`src/rtl/moore_rr_arbiter.sv`:
```
// Moore round-robin arbiter: IDLE -> ARB -> GRANT -> RELEASE, registered one-hot grant,
// per-grant hold limit and one dead cycle between consecutive grants.
module moore_rr_arbiter #(
    parameter int unsigned N_REQ    = 4,
    parameter int unsigned MAX_HOLD = 8
) (
    input  logic                     clk,
    input  logic                     reset,
    input  logic [N_REQ-1:0]         req,
    output logic [N_REQ-1:0]         gnt,
    output logic [$clog2(N_REQ)-1:0] gnt_id,
    output logic                     busy,
    output logic [1:0]               state,
    output logic                     expired
);

    localparam int unsigned ID_W   = $clog2(N_REQ);
    localparam int unsigned HOLD_W = $clog2(MAX_HOLD + 1);

    typedef enum logic [1:0] {
        S_IDLE    = 2'b00,
        S_ARB     = 2'b01,
        S_GRANT   = 2'b10,
        S_RELEASE = 2'b11
    } state_t;

    state_t              r_state;
    logic [N_REQ-1:0]    r_gnt;
    logic [ID_W-1:0]     r_gnt_id;
    logic [ID_W-1:0]     r_last_id;
    logic [HOLD_W-1:0]   r_hold_cnt;
    logic                r_busy;
    logic                r_expired;

    logic                w_found;
    logic [ID_W-1:0]     w_winner;
    logic [ID_W-1:0]     w_idx;
    logic [N_REQ-1:0]    w_one;

    assign w_one = {{(N_REQ-1){1'b0}}, 1'b1};

    // Cyclic priority scan starting just after the last served requester.
    always_comb begin
        w_found  = 1'b0;
        w_winner = '0;
        w_idx    = '0;
        for (int unsigned k = 1; k <= N_REQ; k++) begin
            w_idx = ID_W'((32'(r_last_id) + k) % N_REQ);
            if (!w_found && req[w_idx]) begin
                w_found  = 1'b1;
                w_winner = w_idx;
            end
        end
    end

    always_ff @(posedge clk) begin
        if (reset) begin
            r_state    <= S_IDLE;
            r_gnt      <= '0;
            r_gnt_id   <= '0;
            r_last_id  <= ID_W'(N_REQ - 1);
            r_hold_cnt <= '0;
            r_busy     <= 1'b0;
            r_expired  <= 1'b0;
        end else begin
            case (r_state)
                S_IDLE: begin
                    r_gnt     <= '0;
                    r_busy    <= 1'b0;
                    r_expired <= 1'b0;
                    if (|req) begin
                        r_state <= S_ARB;
                    end
                end
                S_ARB: begin
                    if (w_found) begin
                        r_gnt_id   <= w_winner;
                        r_gnt      <= w_one << w_winner;
                        r_hold_cnt <= '0;
                        r_busy     <= 1'b1;
                        r_state    <= S_GRANT;
                    end else begin
                        r_state <= S_IDLE;
                    end
                end
                S_GRANT: begin
                    // A drop wins over a coincident timeout, so expired stays low then.
                    if (!req[r_gnt_id]) begin
                        r_gnt     <= '0;
                        r_busy    <= 1'b0;
                        r_last_id <= r_gnt_id;
                        r_state   <= S_RELEASE;
                    end else if (r_hold_cnt == HOLD_W'(MAX_HOLD - 1)) begin
                        r_gnt     <= '0;
                        r_busy    <= 1'b0;
                        r_expired <= 1'b1;
                        r_last_id <= r_gnt_id;
                        r_state   <= S_RELEASE;
                    end else begin
                        r_hold_cnt <= r_hold_cnt + HOLD_W'(1);
                    end
                end
                S_RELEASE: begin
                    r_expired <= 1'b0;
                    r_state   <= (|req) ? S_ARB : S_IDLE;
                end
                default: begin
                    r_gnt     <= '0;
                    r_busy    <= 1'b0;
                    r_expired <= 1'b0;
                    r_state   <= S_IDLE;
                end
            endcase
        end
    end

    assign gnt     = r_gnt;
    assign gnt_id  = r_gnt_id;
    assign busy    = r_busy;
    assign state   = r_state;
    assign expired = r_expired;

endmodule

```
`config.mk`:
```
export PLATFORM = sky130hd
export DESIGN_NAME = moore_rr_arbiter
export DESIGN_NICKNAME = d
export VERILOG_FILES = /design/src/rtl/moore_rr_arbiter.sv
export SDC_FILE = /design/constraint.sdc
export NUM_CORES = 1
export LEC_CHECK = 0
export CAP_MARGIN = 20
export CORE_ASPECT_RATIO = 0.9
export CORE_UTILIZATION = 37
export CTS_BUF_LIST = sky130_fd_sc_hd__clkbuf_16
export CTS_CLUSTER_DIAMETER = 120
export CTS_CLUSTER_SIZE = 8
export DETAILED_ROUTE_END_ITERATION = 6
export GPL_ROUTABILITY_DRIVEN = 1
export GPL_TIMING_DRIVEN = 1
export PLACE_DENSITY = 0.59
export SLEW_MARGIN = 20
export SYNTH_ARGS = -nofsm -noshare
export SYNTH_HDL_FRONTEND = slang
export SYNTH_SLANG_ARGS = --single-unit
```
`constraint.sdc`:
```
create_clock -name clk -period 1.8 [get_ports clk]
set_clock_uncertainty 0.1 [all_clocks]
set_input_delay 0.36 -clock clk [delete_from_list [all_inputs] [get_ports clk]]
set_output_delay 0.36 -clock clk [all_outputs]
set_load 0.1 [all_outputs]
```
Yosys cells after proc, flatten, opt, wreduce, memory -nomap -nowiden. Index checks and enable logic that the tools add are counted. W data, S select, Z words.

Bits in registers: 16.

Add/subtract/negate cells: 5. $lt $le $gt $ge: 5. Equality and inequality tests: 11. Shift-type cells: 1. Multiplexer cells: 41. Reduce and logical (&&, ||, !) cells: 18.

Operators with widths (number): $mux W4 (6); $mux W2 (10); $lt A2 B3 Y1 const B (5); $mux W1 (15); $pmux W4 S3 (1); $bmux W1 S2 (5); $ne A2 B2 Y1 const B (5); $pmux W2 S4 (1); $pmux W4 S2 (1); $reduce_and A2 Y1 (3); $reduce_and A3 Y1 (2); $add A2 B1 Y2 const B (2); $add A2 B2 Y2 const B (2); $add A4 B1 Y4 const B (1); $eq A2 B2 Y1 const B (2); $eq A4 B3 Y1 const B (1); $reduce_and A4 Y1 (1); $reduce_bool A2 Y1 (2); $reduce_or A4 Y1 (1); $shl A1 B2 Y4 const A (1); $logic_and A1 B1 Y1 (3); $logic_not A1 Y1 (3); $ne A3 B3 Y1 const B (1); $pmux W1 S3 (1); 6 further kinds (6).

Longest topological paths before layout.
Depth after elaboration: 16. Mapped depth: 6.

Least setup slack after synthesis. No wires, ideal clock.

Path kind: flip-flop to flip-flop. Start point: register r_state[0], in the netlist state[0]. End point: register r_hold_cnt[3]. Setup time: 0.070 ns. Arrival: 2.350 ns. Required time: 1.630 ns. Slack: -0.721 ns. Stages on the path, launching flop included: 7. Path buffers: 0. Path through: dfxtp_1 inv_1 ha_1 inv_1 a21oi_2 or4_1 a21boi_1.

Cells in the longest elaborated chain, start to end: 3. Elaborated cells on any way between the ends: 8. Those cells by class: eq/ne (5); mux (1); reduce/logical (2).

Ends and longest elaborated chain: start: declaration (line 27) `state_t r_state;`; start signal: assignment (line 105) `r_state <= (|req) ? S_ARB : S_IDLE;`; $eq A2 B2 Y1 or $eq A2 B1 Y1 (tied branches) (line 66) `case (r_state)`; $ne A2 B2 Y1 (no source line) or $reduce_bool A2 Y1 (tied branches); $reduce_and A4 Y1 (no source line); end signal: assignment (line 100) `r_hold_cnt <= r_hold_cnt + HOLD_W'(1);`; end: declaration (line 31) `logic [HOLD_W-1:0] r_hold_cnt;`.

Several ways; a longest one is shown, not always the timed one. A chain may end at the register's enable or synchronous reset.

Final worst setup path.
Start point: input port req[2]. End point: register r_state[0], in the netlist state[0].

Cells in the longest elaborated chain, start to end: 4. Elaborated cells on any way between the ends: 9. Those cells by class: eq/ne (2); mux (5); reduce/logical (2).

Ends and longest elaborated chain: start: declaration (line 9) `input logic [N_REQ-1:0] req,`; $bmux W1 S2 (line 88) `if (!req[r_gnt_id]) begin`; $mux W1 (not written as such) (line 88); $mux W2 or $ne A3 B3 Y1 (tied branches); $pmux W2 S4 or $reduce_and A2 Y1 (tied branches).

Several ways; a longest one is shown, not always the timed one. The select of a mux whose other input is x is not followed.

==> run metrics <==
Routed wire per std cell 13.9 um; number of global-route vias before repair 789; Clock Tree Buf Depth 2; CP Cell Sequence dlygate4sd2_1, nor4_1, buf_4, a32oi_4, buf_4, buf_4, a311oi_1; VDD IR max 1.11 mV; Port Buf Inserts 15; status finished, final reports clean; Yosys warning total 0; initial antenna violation count 0; most common cell type on the critical path buf_4; Synth area leader dfxtp_1; Data required, critical path ~1.9 ns; Synth-to-Final Area Change 57.2%; Core Box Area around 2200 sq um; FF-to-FF Start gnt_id[0]; ant diodes 0; die width 54.0 um; Worst Hold Launch r_hold_cnt[3]; hold endpoint r_hold_cnt[3]; critical path's slowest cell nor4_1; Reg clk slew, reported paths 0.05 ns; Peak Freq 567 MHz; post-route ant nets 0; initial core utilization ~40%; sequential area share after synthesis 35.6%; first-pass GRT wire length 3.40 mm; unrepaired setup endpoints after global routing true; post-synthesis cell area 900 sq um; hold buffer count at CTS 0; CP max stage delay between 0.3 and 0.4 ns; Final setup viols 0; R2R Setup Slk 0.05 ns; Total Power 1.76 mW; min cycle time layout 1.76 ns; Clock Sinks 16; I/O pins 16; CP arrival 1.81 ns; DR DRC count 0; Leak Pwr 0.562 nW; ranking of synthesized cells by area dfxtp_1, ha_1, a21oi_1; Max Transition Viols Final 0; most common flop cell mapped by yosys dfxtp_1; Distinct cells, synth 35; WHS Path Cells 2; Die Span Y approximately 50 um; #FFs+latches synth 16; Vias/cell roughly 5.5; EDFF count, synth 0; cell row count 16; Setup crit end kind register; cell count after synthesis 98; via count about 860; worst hold path type reg -> reg; CP Max Fanout 4; routability cong. 0.800; FILL cells 199; fin crit share a little over nine tenths; r2r worst-path depth 5; dpl hpwl 1.59 mm; die area 2630 sq um; H-tree levels 1; worst slew pin tran 0.346 ns; syn_area_per_cell 9.18 sq um; gr ovfl total 0; Crit Path Class in -> reg; Global Route Usage Sum 18.2%; Fin. Hold Viols 0; DRT Wirelength approximately 2.2 mm; CTS Buf Count 3; DP Cell Count 150; Iter 0 DRT Violations 12; Nets 143; TritonRoute pass-1 iters 4; Post-synth ARST share 0%; Root Driver clkbuf_16; Non-Filler Instances 156; final setup margin 0.0377 ns; max-cap viol count 0; pre-CTS WS -0.446 ns; Yosys top cell area share 35.6%; P per Cell Area 1240 nW/um^2; CTS tree yes; largest net degree at the start of global routing 9; critical path startpoint category input pin; syn nets 110; max_slew headroom ~77%; share of layout cells above drive strength 1 a little over a third; clk_lat worst skew 0.25 ns
==> flip-flops by register name (all words and copies together) (netlist names), named ones only <==
register	count
r_last_id	2
busy	1
expired	1
gnt_id	2
r_hold_cnt	4
gnt	4
state	1
==> cell type report <==
class / instances / area [sq um] / share of cell area [%]
Inverter: 5 / 18.8 / 1.33
Tap cell: 27 / 33.8 / 2.39
Multi-Input combinational cell: 75 / 593 / 41.9
Timing Repair Buffer: 30 / 358 / 25.3
Sequential cell: 16 / 335 / 23.7
Clock buffer: 3 / 75.1 / 5.31
==> cell usage after synthesis, types with 2 or more instances <==
| master | n |
|---|---|
| a21boi_0 | 2 |
| a21o_1 | 4 |
| a21oi_1 | 9 |
| a21oi_2 | 2 |
| a32o_1 | 4 |
| and3_1 | 2 |
| clkbuf_1 | 2 |
| dfxtp_1 | 16 |
| ha_1 | 6 |
| inv_1 | 5 |
| mux2i_1 | 3 |
| nand2_1 | 7 |
| nand2b_1 | 2 |
| nand3_1 | 4 |
| nand3b_1 | 4 |
| nor2_1 | 5 |
| o21ai_0 | 3 |
==> per-stage QoR <==
step / utilization, % / setup TNS (ns) / instance area [sq um] / hold WS, ns
2_1_floorplan: - / -0.146 / 927 / 0.354
3_3_place_gp: 57.7 / -4.30 / 1290 / 0.374
3_5_place_dp: 57.7 / -4.95 / 1290 / 0.383
4_1_cts: 61.7 / 0 / 1380 / 0.390
5_1_grt: 63.1 / -0.0771 / 1410 / 0.405
6_report: 63.1 / 0 / 1410 / 0.382
==> how the worst max path moves through the flow <==
stage / start / depth (start not counted) / end
detailed placement: req[1] / 5 / state[0]
finish: req[2] / 7 / state[0]
floorplan: gnt_id[0] / 4 / r_hold_cnt[2]
global placement: req[1] / 5 / r_hold_cnt[3]
global route: req[2] / 7 / state[0]
CTS: gnt_id[0] / 4 / state[0]
==> where the power goes <==
group	switching, mW	total [mW]	internal [mW]
sequential	0.0776	0.494	0.417
clock	0.137	0.428	0.292
combinational	0.487	0.834	0.347
==> cells in the final DEF (no fill, tap or decap), types with 5 or more instances in the layout <==
cell     netlist  routed
buf_4          0      15
dfxtp_1       16      12
buf_12         0      10
a21oi_1        9       8
nand2_1        7       7
nor2_1         5       5
==> cell families after synthesis <==
kind of cell | share of synthesized area [%]
AOI/OAI and AO/OA | 28.5
buffers and inverters | 2.92
adders and majority gates | 8.34
DFF | 35.6
and+or+nand+nor | 18.8
muxes | 5.84
==> metal layers <==
layer	vias to the layer above	part of all wire [%]	global-route usage, %
met3	6	4.0	6.54
met5	-	0	0
met4	0	2.0	6.41
met2	16	47	28.8
met1	397	47	22.4
li1	440	-	-
==> timing repair <==
item | CTS | global route
setup endpoints to repair | 14 | 4
resized for setup | 5 | 3
hold endpoints to repair | 0 | 0
setup buffers | 1 | 2
pin swaps | 1 | 2
==> critical path, delay by kind of cell <==
family | cells | cell delay [ns]
AO/OA/AOI/OAI | 2 | 0.30
buffers and inverters | 4 | 0.76
AND/OR/NAND/NOR | 1 | 0.38
Power figures use the tool's default switching activity.
